### src/rtl/mem_stage_hs.sv
// MEM pipeline stage: holds one load/store to a variable-latency memory (req/ack) and stalls upstream until ack.
// Optional BUSY-timeout abort when MEM_TIMEOUT_EN is defined. DATA_W must be a multiple of 8 and at least 16.
//
// state  | meaning
// IDLE   | accepting a new instruction from EX/MEM
// BUSY   | request outstanding, upstream stalled until mem_ack (or timeout)
module mem_stage_hs #(
    parameter int DATA_W      = 32,
    parameter int REG_W       = 5,
    parameter int WB_CTRL_W   = 3,
    parameter int TIMEOUT_CYC = 255
) (
    input  logic                   clk,
    input  logic                   rst,
    input  logic                   valid_in,
    input  logic [DATA_W-1:0]      pc_in,
    input  logic [DATA_W-1:0]      addr_in,
    input  logic [DATA_W-1:0]      wdata_in,
    input  logic [DATA_W-1:0]      wb_data,
    input  logic                   forward_e,
    input  logic [WB_CTRL_W+4:0]   ctrl_in,
    input  logic [REG_W-1:0]       regdst_in,
    output logic                   stall_out,
    output logic                   mem_req,
    output logic                   mem_we,
    output logic [DATA_W-1:0]      mem_addr,
    output logic [DATA_W-1:0]      mem_wdata,
    output logic [DATA_W/8-1:0]    mem_be,
    input  logic                   mem_ack,
    input  logic [DATA_W-1:0]      mem_rdata,
    output logic                   valid_out,
    output logic [DATA_W-1:0]      pc_out,
    output logic [DATA_W-1:0]      addr_out,
    output logic [DATA_W-1:0]      data_out,
    output logic [WB_CTRL_W-1:0]   ctrl_out,
    output logic [REG_W-1:0]       regdst_out,
    output logic                   misalign_out,
    output logic                   err_out
);

    localparam int LANES = DATA_W / 8;
    localparam int OFF_W = $clog2(LANES);

    localparam logic [0:0] S_IDLE = 1'b0;
    localparam logic [0:0] S_BUSY = 1'b1;

    localparam logic [1:0] SZ_HALF = 2'b01;
    localparam logic [1:0] SZ_BYTE = 2'b10;

    localparam logic [LANES-1:0] BE_BYTE = {{(LANES-1){1'b0}}, 1'b1};
    localparam logic [LANES-1:0] BE_HALF = BE_BYTE | (BE_BYTE << 1);

    logic [0:0] state;

    logic                 in_rd;
    logic                 in_wr;
    logic [1:0]           in_size;
    logic                 in_lds;
    logic [OFF_W-1:0]     in_off;
    logic                 in_mem;
    logic                 in_misal;
    logic [DATA_W-1:0]    st_src;
    logic [DATA_W-1:0]    st_lanes;
    logic [LANES-1:0]     st_be;

    logic [DATA_W-1:0]    q_pc;
    logic [DATA_W-1:0]    q_addr;
    logic [WB_CTRL_W-1:0] q_ctrl;
    logic [REG_W-1:0]     q_regdst;
    logic [1:0]           q_size;
    logic                 q_lds;
    logic [OFF_W-1:0]     q_off;

    logic [DATA_W-1:0]    ld_shift;
    logic [DATA_W-1:0]    ld_data;

`ifdef MEM_TIMEOUT_EN
    localparam int CNT_W = $clog2(TIMEOUT_CYC + 1);
    localparam logic [CNT_W-1:0] CNT_LAST = CNT_W'(TIMEOUT_CYC - 1);
    logic [CNT_W-1:0] busy_cnt;
    logic             err_q;
`endif

    assign in_rd   = ctrl_in[WB_CTRL_W];
    assign in_wr   = ctrl_in[WB_CTRL_W+1];
    assign in_size = ctrl_in[WB_CTRL_W+3:WB_CTRL_W+2];
    assign in_lds  = ctrl_in[WB_CTRL_W+4];
    assign in_off  = addr_in[OFF_W-1:0];
    assign in_mem  = in_rd | in_wr;

    // Size 2'b11 behaves as word, so anything not byte/half needs full alignment.
    always_comb begin
        in_misal = 1'b0;
        if (in_size == SZ_HALF)
            in_misal = addr_in[0];
        else if (in_size != SZ_BYTE)
            in_misal = |in_off;
    end

    assign st_src = forward_e ? wb_data : wdata_in;

    always_comb begin
        st_lanes = st_src;
        st_be    = '1;
        if (in_size == SZ_BYTE) begin
            st_lanes = {LANES{st_src[7:0]}};
            st_be    = BE_BYTE << in_off;
        end else if (in_size == SZ_HALF) begin
            st_lanes = {(LANES/2){st_src[15:0]}};
            st_be    = BE_HALF << in_off;
        end
    end

    assign ld_shift = mem_rdata >> {q_off, 3'b000};

    always_comb begin
        ld_data = ld_shift;
        if (q_size == SZ_BYTE)
            ld_data = {{(DATA_W-8){q_lds & ld_shift[7]}}, ld_shift[7:0]};
        else if (q_size == SZ_HALF)
            ld_data = {{(DATA_W-16){q_lds & ld_shift[15]}}, ld_shift[15:0]};
    end

    assign stall_out = (state == S_BUSY);

    always_ff @(posedge clk) begin
        if (rst) begin
            state        <= S_IDLE;
            mem_req      <= 1'b0;
            mem_we       <= 1'b0;
            mem_addr     <= '0;
            mem_wdata    <= '0;
            mem_be       <= '0;
            valid_out    <= 1'b0;
            pc_out       <= '0;
            addr_out     <= '0;
            data_out     <= '0;
            ctrl_out     <= '0;
            regdst_out   <= '0;
            misalign_out <= 1'b0;
            q_pc         <= '0;
            q_addr       <= '0;
            q_ctrl       <= '0;
            q_regdst     <= '0;
            q_size       <= '0;
            q_lds        <= 1'b0;
            q_off        <= '0;
`ifdef MEM_TIMEOUT_EN
            busy_cnt     <= '0;
            err_q        <= 1'b0;
`endif
        end else begin
            valid_out <= 1'b0;
            case (state)
                S_IDLE: begin
                    if (valid_in) begin
                        if (in_mem && !in_misal) begin
                            state     <= S_BUSY;
                            mem_req   <= 1'b1;
                            mem_we    <= in_wr;
                            mem_addr  <= {addr_in[DATA_W-1:OFF_W], {OFF_W{1'b0}}};
                            mem_wdata <= st_lanes;
                            mem_be    <= st_be;
                            q_pc      <= pc_in;
                            q_addr    <= addr_in;
                            q_ctrl    <= ctrl_in[WB_CTRL_W-1:0];
                            q_regdst  <= regdst_in;
                            q_size    <= in_size;
                            q_lds     <= in_lds;
                            q_off     <= in_off;
`ifdef MEM_TIMEOUT_EN
                            busy_cnt  <= '0;
`endif
                        end else begin
                            // Non-memory op or rejected misaligned access retires straight away.
                            valid_out    <= 1'b1;
                            pc_out       <= pc_in;
                            addr_out     <= addr_in;
                            data_out     <= '0;
                            ctrl_out     <= ctrl_in[WB_CTRL_W-1:0];
                            regdst_out   <= regdst_in;
                            misalign_out <= in_mem;
`ifdef MEM_TIMEOUT_EN
                            err_q        <= 1'b0;
`endif
                        end
                    end
                end
                S_BUSY: begin
                    if (mem_ack) begin
                        state        <= S_IDLE;
                        mem_req      <= 1'b0;
                        valid_out    <= 1'b1;
                        pc_out       <= q_pc;
                        addr_out     <= q_addr;
                        data_out     <= mem_we ? '0 : ld_data;
                        ctrl_out     <= q_ctrl;
                        regdst_out   <= q_regdst;
                        misalign_out <= 1'b0;
`ifdef MEM_TIMEOUT_EN
                        err_q        <= 1'b0;
                    end else if (busy_cnt == CNT_LAST) begin
                        state        <= S_IDLE;
                        mem_req      <= 1'b0;
                        valid_out    <= 1'b1;
                        pc_out       <= q_pc;
                        addr_out     <= q_addr;
                        data_out     <= '0;
                        ctrl_out     <= q_ctrl;
                        regdst_out   <= q_regdst;
                        misalign_out <= 1'b0;
                        err_q        <= 1'b1;
                    end else begin
                        busy_cnt     <= busy_cnt + CNT_W'(1);
`endif
                    end
                end
                default: state <= S_IDLE;
            endcase
        end
    end

`ifdef MEM_TIMEOUT_EN
    assign err_out = err_q;
`else
    assign err_out = 1'b0;
`endif

endmodule
### config.mk
export PLATFORM = sky130hd
export DESIGN_NAME = mem_stage_hs
export DESIGN_NICKNAME = d
export VERILOG_FILES = /design/src/rtl/mem_stage_hs.sv
export SDC_FILE = /design/constraint.sdc
export NUM_CORES = 1
export LEC_CHECK = 0
export CORE_AREA = 2 2 152 154
export DETAILED_ROUTE_END_ITERATION = 16
export DIE_AREA = 0 0 154 156
export PLACE_DENSITY = 0.9
export SYNTH_ARGS = -nofsm -noshare
export SYNTH_HDL_FRONTEND = slang
export SYNTH_SLANG_ARGS = --single-unit
### constraint.sdc
create_clock -name clk -period 3 [get_ports clk]
set_clock_uncertainty 0.1 [all_clocks]
set_input_delay 0.45 -clock clk [delete_from_list [all_inputs] [get_ports clk]]
set_output_delay 0.45 -clock clk [all_outputs]
set_load 0.1 [all_outputs]
==> results_dict.tcl <==
set metrics [dict create \
    ys.flop_type "dfxtp_1" \
    dp_hpwl_microns 23600 \
    area_growth_pct 39.0 \
    seqPwrFrac_pct 35.7 \
    insertedDiodeCount 0 \
    drc 0 \
    portBuffers 352 \
    num_vias 9713 \
    synth.distinct_cells 42 \
    p_leak_nw 5.51 \
    comb_power_share_pct 31.8 \
    grt_max_degree 115 \
    tightest_slew_ns 1.24 \
    coreArea_sq_um 22400 \
    fillerInstances 1817 \
    drt-pass1-iter-count 5 \
    cts_resized 0 \
    setup_ws_ns 0.651 \
    synth_seq_cells 220 \
    clock_path_buffers 3 \
    drv_cap 0 \
    post_cts_buffers 0 \
    final_common_cell "dfxtp_1" \
    startpoint_type "flop" \
    final_area_sq_um 14200 \
    ys_warn_count 0 \
    syn_area_sq_um 10200 \
    dieHeight_microns 156 \
    finalWirelength_microns 33100 \
    wl_per_cell_microns 19.6 \
    clk_pin_slew_worst_paths_ns 0.06 \
    initial_core_util_pct 45.6 \
    ys_async_sr_fraction_pct 0 \
    pre_cts_slack_ns 0.161 \
    cts_root_buf "clkbuf_16" \
    slowest_stage "a32oi_1" \
    cts_buffers 24 \
    cts_tree "built" \
    vias_per_cell 5.75 \
    total_power_w 0.00921 \
    path_cells "mux2i_1, o22ai_1, a32oi_1, o2bb2ai_1" \
    rows 55 \
    fin_crit_ns 2.35 \
    grt_overflow_total 0 \
    post_dp_cell_area_sq_um 13400 \
    crit_type "flop to flop" \
    vdd_drop_max_uv 318 \
    die_area_sq_um 24000 \
    die_w_microns 154 \
    status "finished clean" \
    hold_buffers 0 \
    maxSlewViolCount 0 \
    grt_pass1_vias 9418 \
    ant_nets 0 \
    max_slew_margin_pct 17.1 \
    pwr_density_cell_nw_per_um2 651 \
    synth_area_per_cell_sq_um 9.18 \
    insertion_delay_ns 0.51 \
    syn-instance-count 1110 \
    cp_max_fo 10 \
    internal-power_w 0.00579 \
    grt_first_pass_wirelength_microns 50600 \
    drive_gt1_share_pct 20.2 \
    switching_share_pct 37.2 \
    antenna_found_initial 0 \
    synth-edff-count 0 \
    clock_sinks 220 \
    pin_count 356 \
    cp.required_ns 3.26 \
    arrival_ns 2.61 \
    tns_ns 0 \
    min_path_type "input pin to flop" \
    slowest_delay_ns 0.75 \
    finalSetupViolations 0 \
    globalplace.congestion 0.945 \
    min_period_over_period_pct 78.3 \
    rsz0062_at_grt "false" \
    yosysSeqAreaShare_pct 43.2 \
    grt_usage_pct 26.2 \
    htreeDepth 1 \
    end_kind "flop" \
    hold_viol 0 \
    maxClockFrequency_ghz 0.426 \
    final_nets 1570 \
    drt_iter0_drc 664 \
    layout_common_cells "dfxtp_1, buf_4, nand2_1, clkdlybuf4s50_1, mux2i_1" \
    pwr-share-clk_pct 32.5 \
    p_sw_w 0.00342 \
]
==> state kept, by name (all words and copies together), names as in the netlist <==
| register | cells |
|---|---|
| addr_out | 32 |
| data_out | 32 |
| mem_wdata | 32 |
| pc_out | 32 |
| q_addr | 32 |
| q_pc | 32 |
| q_regdst | 5 |
| regdst_out | 5 |
| mem_be | 4 |
| ctrl_out | 3 |
| q_ctrl | 3 |
| q_size | 2 |
| mem_req | 1 |
| mem_we | 1 |
| misalign_out | 1 |
| q_lds | 1 |
| stall_out | 1 |
| valid_out | 1 |
==> path summary, 6_finish.rpt <==
kind              from            to  slack [ns]  cells past startpoint
max          q_addr[1]  data_out[24]        0.65                      4
min                rst         q_lds        0.08                      2
max reg2reg  q_addr[1]  data_out[24]        0.65                      4
min reg2reg   q_pc[24]      q_pc[24]        0.35                      2
==> final cells by class <==
cell class / count / area [sq um] / share of cell area [%]
multi-input cells: 755 / 5190 / 36.7
repair buffers: 383 / 3380 / 23.9
flip-flops and latches: 220 / 4410 / 31.1
well taps: 285 / 357 / 2.52
inverters: 4 / 15.0 / 0.106
clock buffers: 35 / 713 / 5.04
clock inverters: 8 / 93.8 / 0.663
==> routing by layer <==
metal  vias to the layer above  share of wire (%)  GRT usage [%]
met2                       496                 49           45.9
li1                       4517                  -              -
met4                         0                5.3           13.6
met1                      4602                 37           29.8
met3                        98                8.4           6.22
met5                         -                  0              0
==> cell families (layout without fill, tap and decap cells) <==
family	Yosys count	after routing	synth area share (%)
mux	169	169	19.3
xor+xnor	4	4	0.418
compound gates	267	267	18.2
fa+ha+maj	4	4	0.491
buf+inv	137	430	6.36
other cells	1	3	0.0368
simple gates	308	308	12.0
flops	220	220	43.2
==> worst max-delay path, delay by kind of cell, from the launching register on <==
| kind | cells | cell delay [ns] |
|---|---|---|
| multiplexers | 1 | 0.36 |
| AO/OA/AOI/OAI | 3 | 1.23 |
| flip-flops | 1 | 0.50 |
==> power groups by stage <==
stage               clock, W  combinational [W]  sequential (W)
floorplan                  0           0.000965         0.00448
CTS                  0.00305            0.00293         0.00329
finish               0.00299            0.00293         0.00329
detailed placement         0            0.00292         0.00335
global placement           0            0.00289         0.00334
global route         0.00318            0.00305         0.00331
==> synthesized netlist by cell type, types with 2 or more instances <==
| library cell | n | area, sq um |
|---|---|---|
| a211oi_1 | 18 | 135 |
| a21oi_1 | 109 | 546 |
| a221oi_1 | 72 | 631 |
| a22o_1 | 8 | 70.1 |
| buf_1 | 6 | 22.5 |
| buf_2 | 8 | 40.0 |
| buf_4 | 33 | 248 |
| clkbuf_1 | 86 | 323 |
| dfxtp_1 | 220 | 4400 |
| ha_1 | 4 | 50.1 |
| inv_1 | 4 | 15.0 |
| mux2_2 | 7 | 78.8 |
| mux2i_1 | 141 | 1410 |
| mux4_2 | 21 | 473 |
| nand2_1 | 198 | 743 |
| nand2b_1 | 6 | 37.5 |
| nand3b_1 | 2 | 15.0 |
| nand4b_1 | 2 | 17.5 |
| nor2_1 | 90 | 338 |
| nor2b_1 | 3 | 18.8 |
| o2111ai_1 | 2 | 17.5 |
| o211ai_1 | 3 | 22.5 |
| o21ai_0 | 16 | 80.1 |
| o221ai_1 | 3 | 26.3 |
| o2bb2ai_1 | 30 | 263 |
| xor2_1 | 2 | 17.5 |
==> through the flow <==
stage | cells | util (%) | hold slack (ns)
final | 1690 | 63.3 | 0.0789
after global routing | 1690 | 63.3 | 0.0754
after CTS | 1690 | 63.3 | 0.0618
after detailed placement | 1647 | 59.7 | 0.346
after global placement | 1647 | 59.7 | 0.341
after floorplan | 1112 | - | 0.336
Note: power is estimated with default switching activity, not from simulation.
